### config.mk
export PLATFORM = sky130hd
export DESIGN_NAME = xm_stage_elastic
export DESIGN_NICKNAME = d
export VERILOG_FILES = /design/src/rtl/xm_pipe_pkg.sv /design/src/rtl/xm_rec_reg.sv /design/src/rtl/xm_stage_elastic.sv
export SDC_FILE = /design/constraint.sdc
export NUM_CORES = 1
export LEC_CHECK = 0
export CORE_MARGIN = 1.5
export CORE_UTILIZATION = 50
export CTS_BUF_LIST = sky130_fd_sc_hd__clkbuf_4 sky130_fd_sc_hd__clkbuf_8
export DETAILED_ROUTE_END_ITERATION = 10
export GPL_TIMING_DRIVEN = 0
export PLACE_DENSITY = 0.89
export SETUP_SLACK_MARGIN = 0.4
export SLEW_MARGIN = 10
export SYNTH_ARGS = -nofsm -noshare
export SYNTH_HDL_FRONTEND = slang
export SYNTH_SLANG_ARGS = --single-unit
export TNS_END_PERCENT = 100
### constraint.sdc
create_clock -name clk -period 17.75 [get_ports clk]
set_input_delay 3.55 -clock clk [delete_from_list [all_inputs] [get_ports clk]]
set_output_delay 3.55 -clock clk [all_outputs]
set_load 0.05 [all_outputs]
### src/rtl/xm_pipe_pkg.sv
// Shared widths, record layout and state encoding for the
// X/M and M/W elastic pipeline stages.
package xm_pipe_pkg;

  localparam int IR_W_DEF   = 32;
  localparam int DATA_W_DEF = 32;
  localparam int ADDR_W_DEF = 5;

  typedef struct packed {
    logic [IR_W_DEF-1:0]   ir;
    logic [DATA_W_DEF-1:0] result;
    logic [DATA_W_DEF-1:0] dataB;
    logic [ADDR_W_DEF-1:0] baddr;
    logic                  exc;
  } xm_rec_t;

  localparam int REC_W = IR_W_DEF + 2 * DATA_W_DEF + ADDR_W_DEF + 1;

  // Encoding is {out_valid, skid_valid}
  typedef enum logic [1:0] {
    ST_EMPTY = 2'b00,
    ST_FULL1 = 2'b10,
    ST_FULL2 = 2'b11
  } xm_state_e;

endpackage

### src/rtl/xm_rec_reg.sv
// Load-enabled record register; payload carries no reset.
module xm_rec_reg
  import xm_pipe_pkg::*;
#(
  parameter int W = REC_W
) (
  input  logic         clk,
  input  logic         ld_i,
  input  logic [W-1:0] d_i,
  output logic [W-1:0] q_o
);

  always_ff @(posedge clk) begin
    if (ld_i) q_o <= d_i;
  end

endmodule

### src/rtl/xm_stage_elastic.sv
// Elastic X/M pipeline latch: valid/ready, 2-entry skid, flush, freeze.
// Optional stall counter port enabled by XM_STAGE_STALL_CNT_EN.
module xm_stage_elastic
  import xm_pipe_pkg::*;
#(
  parameter int IR_W   = IR_W_DEF,
  parameter int DATA_W = DATA_W_DEF,
  parameter int ADDR_W = ADDR_W_DEF
) (
  input  logic              clk,
  input  logic              clr,
  input  logic              en,
  input  logic              flush,
  input  logic              in_valid,
  output logic              in_ready,
  input  logic [IR_W-1:0]   in_ir,
  input  logic [DATA_W-1:0] in_result,
  input  logic [DATA_W-1:0] in_dataB,
  input  logic [ADDR_W-1:0] in_Baddr,
  input  logic              in_exc,
  output logic              out_valid,
  input  logic              out_ready,
  output logic [IR_W-1:0]   out_ir,
  output logic [DATA_W-1:0] out_result,
  output logic [DATA_W-1:0] out_dataB,
  output logic [ADDR_W-1:0] out_Baddr,
  output logic              out_exc
`ifdef XM_STAGE_STALL_CNT_EN
  ,
  output logic [15:0]       stall_cnt
`endif
);

  localparam int RW = IR_W + 2 * DATA_W + ADDR_W + 1;

  xm_state_e state_q, state_d;

  logic [RW-1:0] in_rec;
  logic [RW-1:0] out_rec;
  logic [RW-1:0] skid_rec;
  logic [RW-1:0] out_d;
  logic          out_ld;
  logic          skid_ld;
  logic          acc;
  logic          dlv;

  assign in_rec = {in_ir, in_result, in_dataB, in_Baddr, in_exc};

  assign acc = in_valid & ~state_q[0] & en;
  assign dlv = state_q[1] & out_ready & en;

  always_ff @(posedge clk) begin
    if (clr) state_q <= ST_EMPTY;
    else     state_q <= state_d;
  end

  always_comb begin
    state_d = state_q;
    if (en) begin
      if (flush) begin
        state_d = ST_EMPTY;
      end else begin
        unique case (state_q)
          ST_EMPTY: if (acc) state_d = ST_FULL1;
          ST_FULL1: begin
            if (dlv && !acc)      state_d = ST_EMPTY;
            else if (acc && !dlv) state_d = ST_FULL2;
          end
          ST_FULL2: if (dlv) state_d = ST_FULL1;
          default:  state_d = ST_EMPTY;
        endcase
      end
    end
  end

  // Reset clears the visible record by loading zeros, not by a register reset
  always_comb begin
    out_ld  = 1'b0;
    skid_ld = 1'b0;
    out_d   = in_rec;
    if (clr) begin
      out_ld = 1'b1;
      out_d  = '0;
    end else if (en && !flush) begin
      unique case (state_q)
        ST_EMPTY: out_ld = acc;
        ST_FULL1: begin
          out_ld  = acc & dlv;
          skid_ld = acc & ~dlv;
        end
        ST_FULL2: begin
          out_ld = dlv;
          out_d  = skid_rec;
        end
        default: out_ld = 1'b0;
      endcase
    end
  end

  xm_rec_reg #(.W(RW)) u_out_reg (
    .clk  (clk),
    .ld_i (out_ld),
    .d_i  (out_d),
    .q_o  (out_rec)
  );

  xm_rec_reg #(.W(RW)) u_skid_reg (
    .clk  (clk),
    .ld_i (skid_ld),
    .d_i  (in_rec),
    .q_o  (skid_rec)
  );

  assign {out_ir, out_result, out_dataB, out_Baddr, out_exc} = out_rec;

  assign out_valid = state_q[1] & en;
  assign in_ready  = ~state_q[0] & en;

`ifdef XM_STAGE_STALL_CNT_EN
  logic [15:0] stall_q;

  always_ff @(posedge clk) begin
    if (clr)
      stall_q <= '0;
    else if (en && state_q[1] && !out_ready && !(&stall_q))
      stall_q <= stall_q + 16'd1;
  end

  assign stall_cnt = stall_q;
`endif

endmodule

==> flow_summary.toml, run 1 <==
[global_routing]
gr-usage-all-layers = 0.228
grt_start_max_net_pins = 56
grt_pass1_wl_mm = 28.6
grt_remaining_overflow = 0
antenna_found_initial = 0
grt_pass1_vias = 5762

[clock_tree]
postCtsResizedCells = 0
cts_buffer_depth = 3
clkSinkCount = 206
cts_setup_buffers = 0
cts_tree = "done"
clkTransAtPathRegs_ns = 0.06
cts_inserted_buffers = 35
clk-insertion-delay-late_ns = 0.50
htreeDepth = 2
cts-root-buf = "clkbuf_8"
hold_buffers = 0

[yosys]
synthCells = 589
synth_area_leaders = "edfxtp_1, nand2_1, a21oi_1, buf_2, clkbuf_1"
yosysSeqAreaShare = 0.780
avgSynthCellArea_um2 = 13.4
synth_seq_cells = 206
synth_nets = 701
synth_cell_type_count = 33
synth_warnings = 0
synth_top_area_cell = "edfxtp_1"
synthesis.area_mm2 = 0.00790
synth_top_area_frac = 0.775

[power_and_ir_drop]
p_per_area_mw_per_mm2 = 100
pwr-share-clk = 0.353
power.leakage_nw = 4.02
combPwrFrac = 0.140
p_seq_frac = 0.507
p_sw_frac = 0.250
max-vdd-ir-drop_v = 0.0000551
power_switching_mw = 0.278
intPower_mw = 0.832

[routing]
vias_per_cell = 5.20
drtIter0Drc = 368
num_vias = 5628
routedWlPerCell_um = 17.7
ant_nets = 0
drc = 0
wl_mm = 19.1
drtPass1Iterations = 5

[cells_and_area]
final_common_cell = "clkdlybuf4s50_1"
diodes = 0
layout_common_cells = "clkdlybuf4s50_1, nand2_1, edfxtp_1, a21oi_1, clkbuf_8"
final_area_mm2 = 0.0110
synthToLayoutAreaGrowth_pct = 39.8
nNetsFinal = 963
drive_above_1_share = 0.102

[min_path]
hp-class = "reg2reg"
worstHoldPathCells = 2

[floorplan]
fp.dieH_um = 129
core_mm2 = 0.0153
die-area_mm2 = 0.0166
row_count = 45
dieWidth_um = 129
initial_core_util = 0.516
ioPinCount = 212

[sta]
clock_skew_ns = 0.0241
rsz0062_at_grt = "false"
slew_viol_final = 0
hold_viol_final = 0
fmax_mhz = 115
fin_tns_setup_ns = 0
tightest_slew_ns = 0.769
finalSetupViolCount = 0
min_period_ns = 8.66
slew_headroom = 0.483
finalCritPeriodShare = 0.488

[setup_path]
r2r_slack_ns = 15.11
path_max_fanout = 6
cpMaxStageDelayCell = "clkdlybuf4s50_1"
path_common_cell = "clkdlybuf4s50_1"
cp.required_ns = 14.20
r2r_end = "u_skid_reg.q_o[27]"
cp.arrival_ns = 5.11
reg2reg_from = "state_q[1]"
crit_chain = "clkdlybuf4s50_1 -> and2b_1 -> clkdlybuf4s50_1"
cp-end-kind = "output pin"
startpoint_type = "input pin"
worstSetupEndpoint = "in_ready"
critical_path.max_stage_delay_ns = 0.80
path_class = "in2out"
reg2reg_depth = 7
startpoint = "en"

[placed_design]
gp_congestion = 0.816
place_area_mm2 = 0.0104
dpl.hpwl_mm = 13.0
io_buffers = 210

[status]
outcome = "completed"

[flow_run]
drv_cap = 0
==> how the worst min path moves through the flow <==
| stage | from | endpoint | slack (ns) |
|---|---|---|---|
| after floorplan | u_skid_reg.q_o[0] | u_out_reg.q_o[0] | 0.55 |
| after global placement | u_skid_reg.q_o[44] | u_out_reg.q_o[44] | 0.56 |
| after detailed placement | u_skid_reg.q_o[39] | u_out_reg.q_o[39] | 0.57 |
| after CTS | u_skid_reg.q_o[49] | u_out_reg.q_o[49] | 0.59 |
| after global routing | u_skid_reg.q_o[49] | u_out_reg.q_o[49] | 0.61 |
| final | u_skid_reg.q_o[94] | u_out_reg.q_o[94] | 0.58 |
==> power by group through the flow <==
stage | combinational, mW | sequential, mW | clock, mW
3_3_place_gp | 0.151 | 0.574 | 0
4_1_cts | 0.156 | 0.563 | 0.400
2_1_floorplan | 0.0218 | 0.635 | 0
3_5_place_dp | 0.155 | 0.572 | 0
6_report | 0.156 | 0.563 | 0.391
5_1_grt | 0.162 | 0.564 | 0.421
==> synthesized netlist by cell type (all sizes together) <==
cell / n
a21o: 1
nand4b: 1
nor4: 1
or2b: 1
a2bb2oi: 1
and2b: 1
nor2b: 1
o221ai: 1
a211o: 1
inv: 3
a21oi: 104
o21a: 1
clkbuf: 16
o32ai: 1
nand2b: 1
dfxtp: 2
o2111ai: 1
o21ai: 3
or4: 1
a21bo: 1
nand2: 207
mux2i: 1
nor2: 4
buf: 19
edfxtp: 204
o21bai: 1
o311a: 2
and2: 2
ha: 4
or2: 2
==> cells by family after synthesis <==
logic type / after synthesis / synth area share
AO/OA/AOI/OAI: 118 / 0.0804
adder cells (fa/ha/maj): 4 / 0.00633
buffers and inverters: 38 / 0.0219
flip-flops: 206 / 0.780
multiplexers: 1 / 0.00127
AND/OR/NAND/NOR: 222 / 0.110
==> sequential cells by signal, indices dropped and copies added (netlist names) <==
register,count
u_out_reg.q_o,102
u_skid_reg.q_o,102
state_q,2
==> per-layer routing <==
layer / vias to the layer above / track usage / part of all wire
met4: 0 / 0.103 / 0.028
li1: 2627 / - / -
met2: 291 / 0.389 / 0.50
met5: - / 0 / 0
met1: 2664 / 0.276 / 0.38
met3: 46 / 0.0570 / 0.090
==> cell type report <==
type	instances	area [um^2]
Sequential cell	206	6170
Fill cell	1049	4270
Timing Repair Buffer	225	2230
Multi-Input combinational cell	345	1580
Clock buffer	50	607
Tap cell	211	264
Buffer	35	161
Clock inverter	7	26.3
Inverter	3	11.3
==> worst max-delay path: cells and delay by family <==
family / cells / cell delay, ns
buf+inv: 2 / 1.39
simple gates: 1 / 0.17
==> metrics by stage <==
stage	setup slack (ns)	util	instances	hold WS, ns	power [mW]
after floorplan	3.31	-	589	0.552	0.657
after global placement	-1.46	0.670	1010	0.556	0.725
after detailed placement	9.12	0.680	1025	0.566	0.727
after CTS	9.10	0.721	1082	0.585	1.12
after global routing	9.05	0.721	1082	0.605	1.15
final	9.09	0.721	1082	0.584	1.11
(Power assumes the default switching activity.)
==> run 2: changes to the inputs <==
clock period = 8.1 ns   (was 17.75 ns; I/O delays follow)
==> run 2 against run 1 <==
Against the previous run: wire length grew 1.1%; hold slack worse by 0.0017 ns; highest routed layer unchanged; die area did not move; power up 120%; global-route usage increased by 0.42 points; count of clock-buffer cells in the layout grew 5; sequential power up 120%; largest power group unchanged.
==> flow_summary.toml, run 2 (synthesis gave the netlist of run 1 again) <==
[min_path]
hp-class = "reg2reg"
worstHoldPathCells = 2
hold_start = "u_skid_reg.q_o[7]"
hold_path_end = "u_out_reg.q_o[7]"

[power_and_ir_drop]
max-vdd-ir-drop_v = 0.000174
p_per_area_mw_per_mm2 = 222
power.leakage_nw = 4.02

[sta]
slew_viol_final = 0
tightest_slew_ns = 0.888
holdWs_ns = 0.583
finalSetupViolCount = 0
slew_headroom = 0.408
fin_tns_setup_ns = 0
min_period_ns = 4.81
hold_viol_final = 0
rsz0062_at_grt = "false"
fmax_mhz = 208
finalCritPeriodShare = 0.594
clock_skew_ns = 0.0166
setup_slack_ns = 3.29

[routing]
wl_mm = 19.3
ant_nets = 0
drtPass1Iterations = 5
drtIter0Drc = 457
drc = 0
vias_per_cell = 5.32
routedWlPerCell_um = 17.9
num_vias = 5744

[setup_path]
cp.arrival_ns = 3.19
reg2reg_depth = 6
cp-end-kind = "output pin"
cp.required_ns = 6.48
path_max_fanout = 6
crit_buf_inv = 2
crit_chain = "clkdlybuf4s50_1 -> and2_1 -> clkdlybuf4s50_1"
path_class = "in2out"
r2r_end = "u_out_reg.q_o[0]"
cp_num_cells = 3
cp_top_family = "buffers and inverters"
cpMaxStageDelayCell = "clkdlybuf4s50_1"
reg2reg_from = "state_q[0]"
startpoint = "en"
startpoint_type = "input pin"
r2r_slack_ns = 5.60
critical_path.max_stage_delay_ns = 0.83
path_common_cell = "clkdlybuf4s50_1"

[cells_and_area]
final_common_cell = "clkdlybuf4s50_1"
regArea_mm2 = 0.00617
multi_input_area_mm2 = 0.00159
stdcell_count = 1079
layout_common_cells = "clkdlybuf4s50_1, nand2_1, edfxtp_1, a21oi_1, clkbuf_8"
top_regs = "u_out_reg.q_o (102), u_skid_reg.q_o (102), state_q (2)"
nFillCells = 981
diodes = 0
nNetsFinal = 957
drive_above_1_share = 0.103
synthToLayoutAreaGrowth_pct = 40.3

[clock_tree]
cts_tree = "done"
cts_buffer_depth = 3
cts-root-buf = "clkbuf_8"
clkTransAtPathRegs_ns = 0.06
htreeDepth = 2
postCtsResizedCells = 0
cts_setup_buffers = 0
cts_inserted_buffers = 34
clkSinkCount = 206
hold_buffers = 0
clk-insertion-delay-late_ns = 0.50

[floorplan]
dieWidth_um = 129
die-area_mm2 = 0.0166
fp.dieH_um = 129
ioPinCount = 212
core_mm2 = 0.0153
row_count = 45
initial_core_util = 0.516

[global_routing]
antenna_found_initial = 0
grt_remaining_overflow = 0
grt_pass1_wl_mm = 29.2
gr-usage-all-layers = 0.232
grt_pass1_vias = 5582
grt_start_max_net_pins = 56

[placed_design]
pre_cts_slack_ns = 3.30
numPlacedInstances = 1020
io_buffers = 210
gp_congestion = 0.790
dpl.hpwl_mm = 12.7

[status]
outcome = "completed"

[flow_run]
drv_cap = 0
-- run 2: cell types whose count changed in the layout (fill, tap and decap cells not counted), sizes merged --
cell,change
buf,-5
clkbuf,+5
clkinv,-3
-- run 2: final cells by class --
| type | count | area share |
|---|---|---|
| buffer | 35 | 0.0146 |
| tap | 211 | 0.0238 |
| timing repair buffer | 220 | 0.202 |
| multi-input combinational | 345 | 0.143 |
| clock inverter | 4 | 0.00135 |
| sequential | 206 | 0.556 |
| inverter | 3 | 0.00102 |
| clock buffer | 55 | 0.0581 |
-- run 2: power breakdown --
group	internal, mW	switching, mW
logic	0.126	0.215
clock network	0.500	0.391
registers	1.22	0.0126
-- run 2: through the flow --
stage / power (mW) / cell area (um^2) / util
after floorplan: 1.44 / 7920 / -
after global placement: 1.59 / 10300 / 0.671
after detailed placement: 1.59 / 10400 / 0.681
after CTS: 2.48 / 11100 / 0.724
after global routing: 2.54 / 11100 / 0.724
final: 2.46 / 11100 / 0.724
-- run 2: how the worst max path moves through the flow --
| stage | slack [ns] | end |
|---|---|---|
| finish | 3.29 | out_valid |
| global route | 3.26 | out_valid |
| floorplan | 2.29 | u_skid_reg.q_o[0] |
| global placement | 0.44 | u_skid_reg.q_o[10] |
| detailed placement | 3.30 | in_ready |
| CTS | 3.30 | in_ready |
-- run 2: tightest hold or removal path, cell delays in order (launching register included) --
cell and delay [ns]:
edfxtp_1 0.32, nand2_1 0.05, a21oi_1 0.11
-- run 2: per-layer routing --
| layer | part of all wire | wire length (um) | GRT usage |
|---|---|---|---|
| met1 | 0.38 | 7400 | 0.284 |
| met2 | 0.50 | 9670 | 0.385 |
| met4 | 0.031 | 602 | 0.106 |
| met5 | 0 | 0 | 0 |
| met3 | 0.086 | 1660 | 0.0686 |
